--- src/rtl/load_store_queue_if.sv ---
// Memory-side request/response bus between the load/store queue and the data memory.
interface load_store_queue_if;
  logic        mem_req;
  logic        mem_we;
  logic [31:0] mem_addr;
  logic [31:0] mem_wdata;
  logic [1:0]  mem_size;
  logic        mem_ack;
  logic [31:0] mem_rdata;

  modport master (
    output mem_req, mem_we, mem_addr, mem_wdata, mem_size,
    input  mem_ack, mem_rdata
  );

  modport slave (
    input  mem_req, mem_we, mem_addr, mem_wdata, mem_size,
    output mem_ack, mem_rdata
  );
endinterface

--- src/rtl/load_store_queue.sv ---
// In-order load/store queue: circular entry buffer, single-outstanding memory FSM, CDB result/ready broadcast.
// Optional misaligned-access trap enabled by defining LSQ_MISALIGN_TRAP_EN.
module load_store_queue #(
  parameter int DEPTH = 8,
  parameter int ROB_W = 5
) (
  input  logic             clk_in,
  input  logic             rst_in,
  input  logic             rdy_in,
  input  logic             clear_in,
  input  logic             dsp_valid,
  input  logic [3:0]       dsp_type,
  input  logic [ROB_W-1:0] dsp_rob_id,
  output logic             full,
  input  logic             alu_valid,
  input  logic [ROB_W-1:0] alu_rob_id,
  input  logic [31:0]      alu_addr,
  input  logic             std_valid,
  input  logic [ROB_W-1:0] std_rob_id,
  input  logic [31:0]      std_data,
  input  logic             cmt_valid,
  input  logic [ROB_W-1:0] cmt_rob_id,
  load_store_queue_if.master mem,
  output logic             cdb_valid,
  output logic [ROB_W-1:0] cdb_rob_id,
  output logic [31:0]      cdb_value,
  output logic             cdb_exc
);

  localparam int PTR_W = (DEPTH > 1) ? $clog2(DEPTH) : 1;
  typedef logic [PTR_W-1:0] ptr_t;
  typedef logic [PTR_W:0]   cnt_t;
  typedef enum logic [1:0] {IDLE, BUSY, RESP} state_t;

  logic [DEPTH-1:0] e_valid, e_addr_v, e_data_v, e_cmt, e_sent, e_store;
  logic [2:0]       e_f3   [DEPTH];
  logic [ROB_W-1:0] e_rob  [DEPTH];
  logic [31:0]      e_addr [DEPTH];
  logic [31:0]      e_data [DEPTH];

  ptr_t   head_q, tail_q;
  cnt_t   count_q;
  state_t state_q, state_d;
  logic   drop_q, resp_exc_q;
  logic [31:0] resp_data_q;
  logic        mem_we_q;
  logic [31:0] mem_addr_q, mem_wdata_q;
  logic [1:0]  mem_size_q;

  logic h_ok, h_mis, issue, trap, retire, do_disp;
  logic st_any, st_fire, resp_cdb;
  ptr_t st_idx;
  logic [DEPTH-1:0] keep_mask;
  cnt_t keep_cnt;

  function automatic logic [31:0] load_ext(input logic [2:0] f3, input logic [31:0] d);
    case (f3)
      3'b000:  return {{24{d[7]}}, d[7:0]};
      3'b001:  return {{16{d[15]}}, d[15:0]};
      3'b100:  return {24'd0, d[7:0]};
      3'b101:  return {16'd0, d[15:0]};
      default: return d;
    endcase
  endfunction

  function automatic logic [31:0] store_fmt(input logic [1:0] size, input logic [31:0] d);
    case (size)
      2'd0:    return {24'd0, d[7:0]};
      2'd1:    return {16'd0, d[15:0]};
      default: return d;
    endcase
  endfunction

`ifdef LSQ_MISALIGN_TRAP_EN
  function automatic logic misaligned(input logic [1:0] size, input logic [1:0] lo);
    case (size)
      2'd0:    return 1'b0;
      2'd1:    return lo[0];
      default: return lo != 2'd0;
    endcase
  endfunction

  assign h_mis   = misaligned(e_f3[head_q][1:0], e_addr[head_q][1:0]);
  assign cdb_exc = cdb_valid && resp_cdb && resp_exc_q;
`else
  assign h_mis   = 1'b0;
  assign cdb_exc = 1'b0;
`endif

  assign full    = (count_q == cnt_t'(DEPTH));
  assign do_disp = dsp_valid && !full && !clear_in;
  // Stores additionally need their data and a ROB commit before touching memory.
  assign h_ok    = e_valid[head_q] && e_addr_v[head_q] &&
                   (!e_store[head_q] || (e_data_v[head_q] && e_cmt[head_q]));

  assign mem.mem_req   = (state_q == BUSY);
  assign mem.mem_we    = mem_we_q;
  assign mem.mem_addr  = mem_addr_q;
  assign mem.mem_wdata = mem_wdata_q;
  assign mem.mem_size  = mem_size_q;

  always_comb begin
    state_d = state_q;
    issue   = 1'b0;
    trap    = 1'b0;
    retire  = 1'b0;
    case (state_q)
      IDLE: if (h_ok && !clear_in) begin
        if (h_mis) begin
          state_d = RESP;
          trap    = 1'b1;
        end else begin
          state_d = BUSY;
          issue   = 1'b1;
        end
      end
      BUSY: if (mem.mem_ack) state_d = RESP;
      RESP: begin
        state_d = IDLE;
        retire  = 1'b1;
      end
      default: state_d = IDLE;
    endcase
  end

  // Oldest store holding both address and data that has not yet announced readiness.
  always_comb begin
    st_any = 1'b0;
    st_idx = '0;
    for (int i = DEPTH - 1; i >= 0; i--) begin
      ptr_t idx;
      idx = head_q + ptr_t'(i);
      if (e_valid[idx] && e_store[idx] && e_addr_v[idx] && e_data_v[idx] && !e_sent[idx]) begin
        st_any = 1'b1;
        st_idx = idx;
      end
    end
  end

  // On flush, survivors are the committed-store prefix plus whatever is in flight at head.
  always_comb begin
    logic run;
    run       = 1'b1;
    keep_mask = '0;
    keep_cnt  = '0;
    for (int i = 0; i < DEPTH; i++) begin
      ptr_t idx;
      idx = head_q + ptr_t'(i);
      if (run && e_valid[idx] &&
          ((e_store[idx] && e_cmt[idx]) || (i == 0 && state_q != IDLE))) begin
        keep_mask[idx] = 1'b1;
        keep_cnt       = keep_cnt + cnt_t'(1);
      end else begin
        run = 1'b0;
      end
    end
  end

  always_comb begin
    resp_cdb   = (state_q == RESP) && !drop_q && (resp_exc_q || !e_store[head_q]);
    cdb_valid  = !clear_in && (resp_cdb || st_any);
    cdb_rob_id = '0;
    cdb_value  = '0;
    st_fire    = 1'b0;
    if (cdb_valid) begin
      if (resp_cdb) begin
        cdb_rob_id = e_rob[head_q];
        cdb_value  = resp_exc_q ? e_addr[head_q] : load_ext(e_f3[head_q], resp_data_q);
      end else begin
        cdb_rob_id = e_rob[st_idx];
        st_fire    = 1'b1;
      end
    end
  end

  always_ff @(posedge clk_in or negedge rst_in) begin
    if (!rst_in) state_q <= IDLE;
    else if (rdy_in) state_q <= state_d;
  end

  always_ff @(posedge clk_in or negedge rst_in) begin
    if (!rst_in) begin
      head_q     <= '0;
      tail_q     <= '0;
      count_q    <= '0;
      e_valid    <= '0;
      e_addr_v   <= '0;
      e_data_v   <= '0;
      e_cmt      <= '0;
      e_sent     <= '0;
      drop_q     <= 1'b0;
      resp_exc_q <= 1'b0;
    end else if (rdy_in) begin
      for (int i = 0; i < DEPTH; i++) begin
        if (e_valid[i]) begin
          if (alu_valid && alu_rob_id == e_rob[i]) e_addr_v[i] <= 1'b1;
          if (std_valid && std_rob_id == e_rob[i]) e_data_v[i] <= 1'b1;
          if (cmt_valid && cmt_rob_id == e_rob[i]) e_cmt[i]    <= 1'b1;
        end
      end
      if (st_fire) e_sent[st_idx] <= 1'b1;
      if (do_disp) begin
        e_valid[tail_q]  <= 1'b1;
        e_addr_v[tail_q] <= alu_valid && alu_rob_id == dsp_rob_id;
        e_data_v[tail_q] <= std_valid && std_rob_id == dsp_rob_id;
        e_cmt[tail_q]    <= 1'b0;
        e_sent[tail_q]   <= 1'b0;
      end
      if (clear_in) e_valid <= e_valid & keep_mask;
      if (retire) begin
        e_valid[head_q] <= 1'b0;
        head_q          <= head_q + ptr_t'(1);
      end
      if (clear_in) begin
        tail_q  <= head_q + ptr_t'(keep_cnt);
        count_q <= keep_cnt - cnt_t'(retire);
      end else begin
        tail_q  <= tail_q + ptr_t'(do_disp);
        count_q <= count_q + cnt_t'(do_disp) - cnt_t'(retire);
      end
      if (clear_in && state_d != IDLE) drop_q <= 1'b1;
      else if (state_d == IDLE)        drop_q <= 1'b0;
      if (trap)                   resp_exc_q <= 1'b1;
      else if (state_d == IDLE)   resp_exc_q <= 1'b0;
    end
  end

  always_ff @(posedge clk_in) begin
    if (rdy_in) begin
      for (int i = 0; i < DEPTH; i++) begin
        if (e_valid[i]) begin
          if (alu_valid && alu_rob_id == e_rob[i]) e_addr[i] <= alu_addr;
          if (std_valid && std_rob_id == e_rob[i]) e_data[i] <= std_data;
        end
      end
      if (do_disp) begin
        e_store[tail_q] <= dsp_type[3];
        e_f3[tail_q]    <= dsp_type[2:0];
        e_rob[tail_q]   <= dsp_rob_id;
        if (alu_valid && alu_rob_id == dsp_rob_id) e_addr[tail_q] <= alu_addr;
        if (std_valid && std_rob_id == dsp_rob_id) e_data[tail_q] <= std_data;
      end
      if (state_q == BUSY && mem.mem_ack) resp_data_q <= mem.mem_rdata;
    end
  end

  // Request fields are latched at issue so they stay stable for the whole BUSY period.
  always_ff @(posedge clk_in or negedge rst_in) begin
    if (!rst_in) begin
      mem_we_q    <= 1'b0;
      mem_addr_q  <= '0;
      mem_wdata_q <= '0;
      mem_size_q  <= '0;
    end else if (rdy_in && issue) begin
      mem_we_q    <= e_store[head_q];
      mem_addr_q  <= e_addr[head_q];
      mem_size_q  <= e_f3[head_q][1:0];
      mem_wdata_q <= e_store[head_q] ? store_fmt(e_f3[head_q][1:0], e_data[head_q]) : 32'd0;
    end
  end

endmodule

--- src/flat_wrapper.sv ---
// flat-port wrapper written by rule: the top's interface ports become plain ports
module load_store_queue_flat 
#(
  parameter int DEPTH = 8,
  parameter int ROB_W = 5
)
  (clk_in, rst_in, rdy_in, clear_in, dsp_valid, dsp_type, dsp_rob_id, full, alu_valid, alu_rob_id, alu_addr, std_valid, std_rob_id, std_data, cmt_valid, cmt_rob_id, cdb_valid, cdb_rob_id, cdb_value, cdb_exc, mem_mem_req, mem_mem_we, mem_mem_addr, mem_mem_wdata, mem_mem_size, mem_mem_ack, mem_mem_rdata);
  load_store_queue_if mem_i ();
  input  logic clk_in;
  input  logic rst_in;
  input  logic rdy_in;
  input  logic clear_in;
  input  logic dsp_valid;
  input  logic [3:0] dsp_type;
  input  logic [ROB_W-1:0] dsp_rob_id;
  output logic full;
  input  logic alu_valid;
  input  logic [ROB_W-1:0] alu_rob_id;
  input  logic [31:0] alu_addr;
  input  logic std_valid;
  input  logic [ROB_W-1:0] std_rob_id;
  input  logic [31:0] std_data;
  input  logic cmt_valid;
  input  logic [ROB_W-1:0] cmt_rob_id;
  output logic cdb_valid;
  output logic [ROB_W-1:0] cdb_rob_id;
  output logic [31:0] cdb_value;
  output logic cdb_exc;
  output wire logic [$bits(mem_i.mem_req)-1:0] mem_mem_req;
  output wire logic [$bits(mem_i.mem_we)-1:0] mem_mem_we;
  output wire logic [$bits(mem_i.mem_addr)-1:0] mem_mem_addr;
  output wire logic [$bits(mem_i.mem_wdata)-1:0] mem_mem_wdata;
  output wire logic [$bits(mem_i.mem_size)-1:0] mem_mem_size;
  input wire logic [$bits(mem_i.mem_ack)-1:0] mem_mem_ack;
  input wire logic [$bits(mem_i.mem_rdata)-1:0] mem_mem_rdata;
  assign mem_mem_req = mem_i.mem_req;
  assign mem_mem_we = mem_i.mem_we;
  assign mem_mem_addr = mem_i.mem_addr;
  assign mem_mem_wdata = mem_i.mem_wdata;
  assign mem_mem_size = mem_i.mem_size;
  assign mem_i.mem_ack = mem_mem_ack;
  assign mem_i.mem_rdata = mem_mem_rdata;
  load_store_queue #(.DEPTH(DEPTH), .ROB_W(ROB_W)) u_core (.clk_in(clk_in), .rst_in(rst_in), .rdy_in(rdy_in), .clear_in(clear_in), .dsp_valid(dsp_valid), .dsp_type(dsp_type), .dsp_rob_id(dsp_rob_id), .full(full), .alu_valid(alu_valid), .alu_rob_id(alu_rob_id), .alu_addr(alu_addr), .std_valid(std_valid), .std_rob_id(std_rob_id), .std_data(std_data), .cmt_valid(cmt_valid), .cmt_rob_id(cmt_rob_id), .mem(mem_i), .cdb_valid(cdb_valid), .cdb_rob_id(cdb_rob_id), .cdb_value(cdb_value), .cdb_exc(cdb_exc));
endmodule
--- config.mk ---
export PLATFORM = sky130hd
export DESIGN_NAME = load_store_queue_flat
export DESIGN_NICKNAME = d
export VERILOG_FILES = /design/src/rtl/load_store_queue_if.sv /design/src/rtl/load_store_queue.sv /design/src/flat_wrapper.sv
export SDC_FILE = /design/constraint.sdc
export NUM_CORES = 1
export LEC_CHECK = 0
export ABC_AREA = 0
export ABC_CLOCK_PERIOD_IN_PS = 6100
export BUFFER_PORTS_ARGS = -buffer_cell sky130_fd_sc_hd__buf_2
export CAP_MARGIN = 30
export CORE_AREA = 5 5 316 318
export DETAILED_ROUTE_END_ITERATION = 8
export DIE_AREA = 0 0 321 323
export HOLD_SLACK_MARGIN = 0.08
export PLACE_DENSITY = 0.58
export SETUP_SLACK_MARGIN = 0.2
export SLEW_MARGIN = 20
export SYNTH_ARGS = -nofsm -noshare
export SYNTH_HDL_FRONTEND = slang
export SYNTH_SLANG_ARGS = --single-unit
--- constraint.sdc ---
create_clock -name clk_in -period 6.1 [get_ports clk_in]
set_input_delay 0.61 -clock clk_in [delete_from_list [all_inputs] [get_ports clk_in]]
set_output_delay 0.61 -clock clk_in [all_outputs]
set_load 0.1 [all_outputs]
==> out/metrics.yaml <==
clock.fmax_ghz: 0.174
power_density_nw_per_um2: 337
synth_top_area_frac: 0.550
synthTopCellsByArea: "edfxtp_1 (55%), mux4_2 (11%), dfrtp_1 (8.9%)"
synthXorXnorAreaFrac: 0.0392
rsz0062_at_grt: "false"
reg2reg_to: "u_core.count_q[3]"
antenna_found_initial: 20
setup_tns_ps: 0
ys_types: 100
synth-simple-area-share: 0.0745
cp-start-kind: "flip-flop"
synth_seq_cells: 736
synth_cells: 2208
tightest_slew_ps: 1050
synth_top_family_by_area: "multiplexers"
synth_nets: 2359
hold_ws_ps: 149
synth_top_area_cell: "edfxtp_1"
start_util: 0.349
nets: 2606
dp_slack_ps: 477
die-area_um2: 104000
drcViolationCount: 0
status: "finished, final reports clean"
cpMaxStageDelayCell: "mux4_2"
dr.pass1.iters: 5
crit_path_cell_trace: "buf_8 -> buf_8 -> mux4_2 -> mux2i_1 -> a2111oi_4 -> a211oi_4 -> and2_1 -> or4b_4 -> and3_1 -> nor2_1 -> o211ai_1 -> a32o_1 -> buf_2"
ctsLongestPathBuffers: 3
synth_compound_area_frac: 0.0686
synthAdderAreaFrac: 0.00863
setup_violations: 0
die_y_um: 323
hp-start: "mem_mem_rdata[27]"
worstHoldPathCells: 1
timing.slew.headroom: 0.301
end_kind: "primary output"
grt_pass1_vias: 21579
yosys_most_used_dff: "edfxtp_1"
critical_path.max_fanout: 45
core-area_um2: 96300
async_flop_share: 0.163
synth_warnings: 0
r2r_slack_ps: 570
required_ps: 5490
synth_edf_count: 616
arrival_ps: 5150
gp_congestion: 0.933
hold_path_end: "u_core.resp_data_q[27]"
htreeDepth: 3
grt_pass1_wl_mm: 144
final_common_cell: "edfxtp_1"
cts_made_buffers: 78
post-route-period-util: 0.944
hpwl_mm: 65.2
drive_above_1_share: 0.270
insertion_delay_ps: 660
wire_per_inst_um: 25.8
clk_pin_slew_ps: 70
die_w_um: 321
ant_nets: 0
finalHoldViolCount: 0
cts-root-buf: "clkbuf_16"
vias_per_cell: 5.50
final_cell_count_no_fill: 3805
vias: 20924
worst-setup-path-type: "reg -> out"
fill_cells: 8691
track_usage: 0.185
finalClockSkew_ps: 38.5
drt_wl_total_mm: 98.3
synthMuxAreaShare: 0.147
r2r_cells: 22
peakVddDrop_mv: 0.202
grt_max_degree: 102
r2r_start: "u_core.head_q[1]"
final_cell_mix: "edfxtp_1 (616), buf_2 (230), nand2_1 (171)"
syn-mean-instance-area_um2: 15.2
multiInputGateArea_um2: 11600
io-pin-count: 237
numPortBuffers: 235
cts_tree: "done"
yosysSeqAreaShare: 0.640
drt_iter0_drc: 2206
dp_cells: 3647
num_rows: 114
drv_slew: 0
fin_crit_ps: 5760
regArea_um2: 21500
power_mw: 13.3
cts_sinks: 736
critPathMaxStageDelay_ps: 570
grt_overflow: 0
synth_area_um2: 33600
hp-class: "in -> reg"
fin_ws_ps: 340
cpMostUsedCell: "buf_8"
drv_cap: 0
p_leak_nw: 14.1
area_growth_pct: 17.4
==> cells by family (layout without fill, tap and decap cells) <==
family,count (synthesis),count (layout)
flops,736,736
simple gates,503,503
compound gates,341,341
mux,282,282
buf+inv,175,488
xor+xnor,148,148
fa+ha+maj,22,22
other cells,1,9
==> worst max path at each step <==
| stage | from | endpoint | slack (ps) | depth (start not counted) |
|---|---|---|---|---|
| after global routing | u_core.head_q[1] | u_core.count_q[2] | 200 | 22 |
| after global placement | u_core.head_q[0] | cdb_rob_id[4] | 620 | 12 |
| after CTS | u_core.head_q[1] | cdb_rob_id[4] | 230 | 15 |
| after detailed placement | u_core.head_q[0] | cdb_rob_id[4] | 480 | 12 |
| final | u_core.head_q[1] | cdb_rob_id[3] | 340 | 13 |
| after floorplan | u_core.head_q[0] | u_core.count_q[2] | 200 | 29 |
==> repair_timing <==
item | 4_1_cts | 5_1_grt
gates resized for setup | 6 | 6
pin swaps | 0 | 1
setup endpoints to repair | 13 | 4
buffers inserted | 0 | 3
hold endpoints to repair | 53 | 0
hold buffers | 1 | 0
==> layer usage <==
metal,GRT usage,share of wire,vias up
li1,-,-,9139
met1,0.244,0.41,10779
met2,0.308,0.49,792
met3,0.0400,0.068,192
met4,0.0575,0.029,22
met5,0,0.0015,-
==> layout make-up <==
| cell class | instances | share of cell area |
|---|---|---|
| multi-input combinational | 1297 | 0.293 |
| tap | 1276 | 0.0404 |
| timing repair buffer | 319 | 0.0498 |
| clock buffer | 100 | 0.0536 |
| antenna | 8 | 0.000507 |
| sequential | 736 | 0.545 |
| clock inverter | 46 | 0.0158 |
| inverter | 23 | 0.00225 |
==> through the flow <==
step,util,area [um2]
global route,0.410,39500
global placement,0.380,36500
detailed placement,0.381,36700
CTS,0.409,39400
floorplan,-,33700
finish,0.410,39500
==> flip-flops by register name (all words and copies together) (netlist names) <==
signal and count:
u_core.tail_q 3, u_core.e_addr_v 8, u_core.mem.mem_we 1, u_core.e_data_v 8
u_core.e_cmt 8, u_core.e_rob 40, u_core.drop_q 1, u_core.mem.mem_wdata 32
u_core.e_addr 256, u_core.e_data 256, u_core.head_q 3, u_core.e_valid 8
u_core.mem.mem_addr 32, u_core.e_sent 8, u_core.e_f3 24, u_core.mem.mem_size 2
u_core.count_q 4, u_core.resp_data_q 32, u_core.state_q 2, u_core.e_store 8
==> where the power goes <==
part | switching (mW) | internal (mW)
Sequential | 0.178 | 5.59
Clock | 2.08 | 2.93
Combinational | 1.60 | 0.908
==> critical path: cells and delay by family (launching register included) <==
family / cells / cell delay [ps]
mux: 2 / 900
simple gates: 4 / 1370
flops: 1 / 430
buf+inv: 3 / 920
compound gates: 4 / 860
==> Yosys cell counts, drive strengths merged (10+ instances only) <==
cell type / count
mux4: 167
a211oi: 14
clkbuf: 94
o31ai: 15
o21ai: 94
o21a: 18
a21oi: 80
nand3: 27
nand4: 31
mux2: 11
nor3: 18
buf: 58
nor2: 124
dfrtp: 120
a41oi: 14
nand2: 171
inv: 23
nand3b: 11
nor4: 29
and3: 13
xnor2: 44
and2: 19
mux2i: 104
a31oi: 12
o211ai: 10
edfxtp: 616
nor2b: 11
xor2: 103
ha: 20
Power figures use the tool's default switching activity.
